$ cat config.mk
export PLATFORM = sky130hd
export DESIGN_NAME = cache_req_arbiter
export DESIGN_NICKNAME = d
export VERILOG_FILES = /design/src/rtl/cache_req_arbiter.sv
export SDC_FILE = /design/constraint.sdc
export NUM_CORES = 1
export LEC_CHECK = 0
export ABC_AREA = 1
export CORE_AREA = 2 2 103 105
export DETAILED_ROUTE_END_ITERATION = 8
export DIE_AREA = 0 0 105 107
export DONT_BUFFER_PORTS = 1
export GPL_TIMING_DRIVEN = 0
export PLACE_DENSITY = 0.65
export SETUP_SLACK_MARGIN = 0.5
export SLEW_MARGIN = 5
export SYNTH_ARGS = -nofsm -noshare
export SYNTH_HDL_FRONTEND = slang
export SYNTH_SLANG_ARGS = --single-unit
$ cat constraint.sdc
create_clock -name clk_i -period 2.9 [get_ports clk_i]
set_input_delay 0.29 -clock clk_i [delete_from_list [all_inputs] [get_ports clk_i]]
set_output_delay 0.29 -clock clk_i [all_outputs]
set_load 0.02 [all_outputs]
$ cat src/rtl/cache_req_arbiter.sv
// Round-robin arbiter sharing the dm_cache_fsm CPU request port between N_REQ requesters.
// Define CACHE_ARB_PERF_EN to add per-requester completion and wait counters.
module cache_req_arbiter #(
    parameter int N_REQ  = 2,
    parameter int ADDR_W = 32,
    parameter int DATA_W = 32
) (
    input  logic                    clk_i,
    input  logic                    reset_ni,
    input  logic [N_REQ-1:0]        req_valid_i,
    input  logic [N_REQ-1:0]        req_rw_i,
    input  logic [N_REQ*ADDR_W-1:0] req_addr_i,
    input  logic [N_REQ*DATA_W-1:0] req_wdata_i,
    output logic [N_REQ-1:0]        req_done_o,
    output logic [DATA_W-1:0]       req_rdata_o,
    output logic [N_REQ-1:0]        grant_o,
    output logic                    cache_valid_o,
    output logic                    cache_rw_o,
    output logic [ADDR_W-1:0]       cache_addr_o,
    output logic [DATA_W-1:0]       cache_wdata_o,
    input  logic                    cache_ready_i,
    input  logic [DATA_W-1:0]       cache_rdata_i
`ifdef CACHE_ARB_PERF_EN
    ,
    output logic [N_REQ*16-1:0]     perf_grants_o,
    output logic [N_REQ*16-1:0]     perf_wait_o
`endif
);

    localparam int IDX_W = (N_REQ > 1) ? $clog2(N_REQ) : 1;

    typedef enum logic [1:0] {
        IDLE,
        SETUP,
        ISSUE,
        RELEASE
    } state_t;

    state_t             state;
    logic [IDX_W-1:0]   rr;
    logic [IDX_W-1:0]   owner;
    logic [IDX_W-1:0]   pick;
    logic [N_REQ-1:0]   pick_oh;
    logic [N_REQ-1:0]   rot;
    logic               any_req;
    logic               sel_rw;
    logic [ADDR_W-1:0]  sel_addr;
    logic [DATA_W-1:0]  sel_wdata;

    // Rotate the request vector so bit 0 is the rr pointer; lowest set bit wins.
    always_comb begin
        pick      = '0;
        any_req   = 1'b0;
        pick_oh   = '0;
        sel_rw    = 1'b0;
        sel_addr  = '0;
        sel_wdata = '0;
        rot       = N_REQ'({req_valid_i, req_valid_i} >> rr);
        for (int i = N_REQ - 1; i >= 0; i--) begin
            if (rot[i]) begin
                any_req = 1'b1;
                pick    = IDX_W'((int'(rr) + i) % N_REQ);
            end
        end
        for (int k = 0; k < N_REQ; k++) begin
            if (pick == IDX_W'(k)) begin
                pick_oh[k] = 1'b1;
                sel_rw     = req_rw_i[k];
                sel_addr   = req_addr_i[k*ADDR_W +: ADDR_W];
                sel_wdata  = req_wdata_i[k*DATA_W +: DATA_W];
            end
        end
    end

    always_ff @(posedge clk_i or negedge reset_ni) begin
        if (!reset_ni) begin
            state         <= IDLE;
            rr            <= '0;
            owner         <= '0;
            grant_o       <= '0;
            req_done_o    <= '0;
            req_rdata_o   <= '0;
            cache_valid_o <= 1'b0;
            cache_rw_o    <= 1'b0;
            cache_addr_o  <= '0;
            cache_wdata_o <= '0;
        end else begin
            req_done_o <= '0;
            unique case (state)
                IDLE: begin
                    if (any_req) begin
                        owner         <= pick;
                        grant_o       <= pick_oh;
                        cache_rw_o    <= sel_rw;
                        cache_addr_o  <= sel_addr;
                        cache_wdata_o <= sel_wdata;
                        state         <= SETUP;
                    end
                end
                SETUP: begin
                    cache_valid_o <= 1'b1;
                    state         <= ISSUE;
                end
                ISSUE: begin
                    if (cache_ready_i) begin
                        req_rdata_o   <= cache_rdata_i;
                        req_done_o    <= grant_o;
                        rr            <= (owner == IDX_W'(N_REQ - 1)) ? '0 : owner + 1'b1;
                        grant_o       <= '0;
                        cache_valid_o <= 1'b0;
                        cache_rw_o    <= 1'b0;
                        state         <= RELEASE;
                    end
                end
                RELEASE: begin
                    state <= IDLE;
                end
            endcase
        end
    end

`ifdef CACHE_ARB_PERF_EN
    // Saturating 16-bit counters; completions counted on the accepting edge.
    always_ff @(posedge clk_i or negedge reset_ni) begin
        if (!reset_ni) begin
            perf_grants_o <= '0;
            perf_wait_o   <= '0;
        end else begin
            for (int k = 0; k < N_REQ; k++) begin
                if (state == ISSUE && cache_ready_i && grant_o[k]
                    && perf_grants_o[k*16 +: 16] != 16'hFFFF) begin
                    perf_grants_o[k*16 +: 16] <= perf_grants_o[k*16 +: 16] + 16'd1;
                end
                if (req_valid_i[k] && !grant_o[k]
                    && perf_wait_o[k*16 +: 16] != 16'hFFFF) begin
                    perf_wait_o[k*16 +: 16] <= perf_wait_o[k*16 +: 16] + 16'd1;
                end
            end
        end
    end
`endif

endmodule
==> impl_metrics.py <==
metrics = {
    "timing": {
        "fin_crit_sh_pct": 58.4,
        "relSlewSlack_pct": 70.0,
        "slew_violations": 0,
        "worst_slew_pin_slew_ps": 451,
        "finalHoldViolCount": 106,
        "setup_violations": 0,
        "whs_ps": -394,
        "skew_ps": 13.3,
        "layout_min_cycle_time_ps": 1690,
        "rsz0062_at_grt": "no",
        "fin_setup_tns_ps": 0,
        "fmaxAchievable_mhz": 591,
    },
    "synth": {
        "ys_seq_area_share_pct": 52.8,
        "synth_cells": 671,
        "ys_ff_latch": 106,
        "synth_area_per_cell_um2": 7.48,
        "syn_nets": 842,
        "yosys_warnings": 0,
        "synth_cell_types": 18,
        "syn_area_mm2": 0.00502,
    },
    "setup_path": {
        "crit_arrival_ps": 2000,
        "r2r_setup_slack_ps": 1210,
        "r2r-end": "req_rdata_o[17]$_DFFE_PN0P_",
        "required_ps": 3200,
        "worstSetupStartpointType": "flip-flop",
        "ff2ff_path_depth": 6,
        "cp_max_fo": 10,
        "critPathKind": "reg2reg",
        "r2r-start": "state[0]$_DFFE_PN0P_",
        "end_kind": "flip-flop",
    },
    "clocking": {
        "cts_tree": "done",
        "root_buffer": "clkbuf_8",
        "path_clk_slew_ps": 100,
        "clk_latency_ps": 370,
        "post-cts-setup-buffers": 0,
        "numCtsBuffers": 9,
        "cts-resized-gates": 0,
        "cts_max_level": 3,
        "ctsLongestPathBuffers": 2,
        "clock_sinks": 106,
    },
    "pwr": {
        "power_mw": 6.25,
        "peakVddDrop_mv": 0.525,
        "power_density_mw_per_mm2": 1160,
        "internal_power_mw": 3.28,
        "p_leak_nw": 2.96,
        "p_comb_share_pct": 28.0,
        "pwr-share-seq_pct": 57.5,
        "clkPwrFrac_pct": 14.5,
        "power_switching_mw": 2.97,
        "sw_frac_of_total_pct": 47.6,
    },
    "grt": {
        "grt_pass1_wl_mm": 20.9,
        "grt_max_degree": 107,
        "antenna_found_initial": 0,
        "grt_pass1_vias": 4165,
        "gr-usage-all-layers_pct": 23.4,
        "grt_overflow": 0,
    },
    "die": {
        "die-area_mm2": 0.0112,
        "die_h_um": 107,
        "initial_core_util_pct": 49.7,
        "rows": 37,
        "die_w_um": 105,
        "ioPinCount": 269,
        "core_area_mm2": 0.0101,
    },
    "finish": {
        "num-fill-cells": 1014,
        "fin_area_mm2": 0.00538,
        "drive_gt1_share_pct": 7.00,
        "diodes": 0,
        "fin_cells": 822,
        "final_nets": 853,
        "syn_to_final_growth_pct": 7.20,
        "final_cell_mix": "nand2_1, dfrtp_1, inv_1",
        "mostFrequentLayoutCell": "nand2_1",
    },
    "routing": {
        "antenna_left": 0,
        "dr.first_iter.drc_count": 249,
        "drcViolationCount": 0,
        "wl_per_cell_um": 15.8,
        "routed-wl-met2_mm": 6.30,
        "routed_wirelength_mm": 13.0,
        "dr.max_layer_used": "met4",
        "met1_length_mm": 5.18,
        "vias": 4124,
        "drt-vias-per-instance": 5.02,
        "dr.pass1.iters": 4,
        "wl_met3_mm": 1.21,
    },
    "placed_design": {
        "placed_area_mm2": 0.00519,
        "port_buffers": 0,
        "placed_cells": 807,
        "gp_congestion": 0.813,
        "dpl.hpwl_mm": 9.88,
    },
    "outcome": {
        "status": "finished, violations left",
        "failed_checks": "hold timing",
    },
    "hold_path": {
        "hp-class": "in2async",
    },
    "run": {
        "cap_violations": 0,
    },
}
## cell usage after synthesis
library cell,instances,area share (%)
ha_1,4,1.0
o21ai_0,8,0.80
dfrtp_1,106,53
nand3b_1,1,0.15
inv_2,2,0.15
nand2_1,301,23
clkbuf_1,6,0.45
nor2_1,70,5.2
nand4_1,1,0.12
a21oi_4,1,0.32
nand2_2,2,0.25
o21ai_1,61,6.1
buf_4,4,0.60
a21oi_1,2,0.20
inv_1,75,5.6
buf_2,16,1.6
buf_6,8,1.8
nand3_1,3,0.30
## cell type report
class / count / area (um2) / share of cell area, %
Buffer: 34 / 223 / 4.14
Clock buffer: 9 / 124 / 2.30
Clock inverter: 6 / 67.6 / 1.26
Inverter: 77 / 289 / 5.37
Multi-Input combinational cell: 454 / 1860 / 34.5
Sequential cell: 106 / 2650 / 49.3
Tap cell: 136 / 170 / 3.16
## critical path: stages, from the launching register on
cell and delay [ps]:
dfrtp_1 400, inv_1 90, ha_1 250, nand2_1 280, clkbuf_1 410, nand2_1 100, nand2_1 90
## how the worst max path moves through the flow
| stage | end | start | slack (ps) |
|---|---|---|---|
| final | req_rdata_o[17]$_DFFE_PN0P_ | state[0]$_DFFE_PN0P_ | 1210 |
| after global routing | req_rdata_o[12]$_DFFE_PN0P_ | state[0]$_DFFE_PN0P_ | 1040 |
| after CTS | req_rdata_o[17]$_DFFE_PN0P_ | state[0]$_DFFE_PN0P_ | 1200 |
| after detailed placement | req_rdata_o[10]$_DFFE_PN0P_ | state[0]$_DFFE_PN0P_ | 1230 |
| after global placement | req_rdata_o[23]$_DFFE_PN0P_ | state[0]$_DFFE_PN0P_ | 1280 |
| after floorplan | cache_addr_o[0]$_DFFE_PN0P_ | state[0]$_DFFE_PN0P_ | 1500 |
## sequential cells by signal, summed over array words and instances, names as in the netlist
name and flops:
cache_valid_o 1, rr 1, req_done_o 2, req_rdata_o 32, state 2, cache_addr_o 32, grant_o 2, owner 1
cache_wdata_o 32, cache_rw_o 1
## through the flow
stage,setup slack [ps],util [%]
final,1210,53.3
after floorplan,1500,-
after detailed placement,1230,51.4
after CTS,1200,53.3
after global routing,1040,53.3
after global placement,1280,51.4
## routing by layer
layer	vias up	track usage (%)
met5	-	0
met4	0	8.95
met3	24	8.27
met2	177	38.6
met1	1906	28.3
li1	2017	-
## power groups by stage
stage | clock [mW] | sequential, mW | combinational, mW
2_1_floorplan | 0 | 3.41 | 1.43
3_3_place_gp | 0 | 3.61 | 1.70
3_5_place_dp | 0 | 3.62 | 1.78
4_1_cts | 0.925 | 3.60 | 1.78
5_1_grt | 0.992 | 3.66 | 2.08
6_report | 0.906 | 3.59 | 1.75
## logic make-up (layout without fill, tap and decap cells)
logic type | after synthesis | count (layout) | synth area share, %
buf+inv | 111 | 126 | 10.2
simple gates | 378 | 378 | 28.6
compound gates | 72 | 72 | 7.40
fa+ha+maj | 4 | 4 | 0.997
flops | 106 | 106 | 52.8
Power figures use the tool's default switching activity.
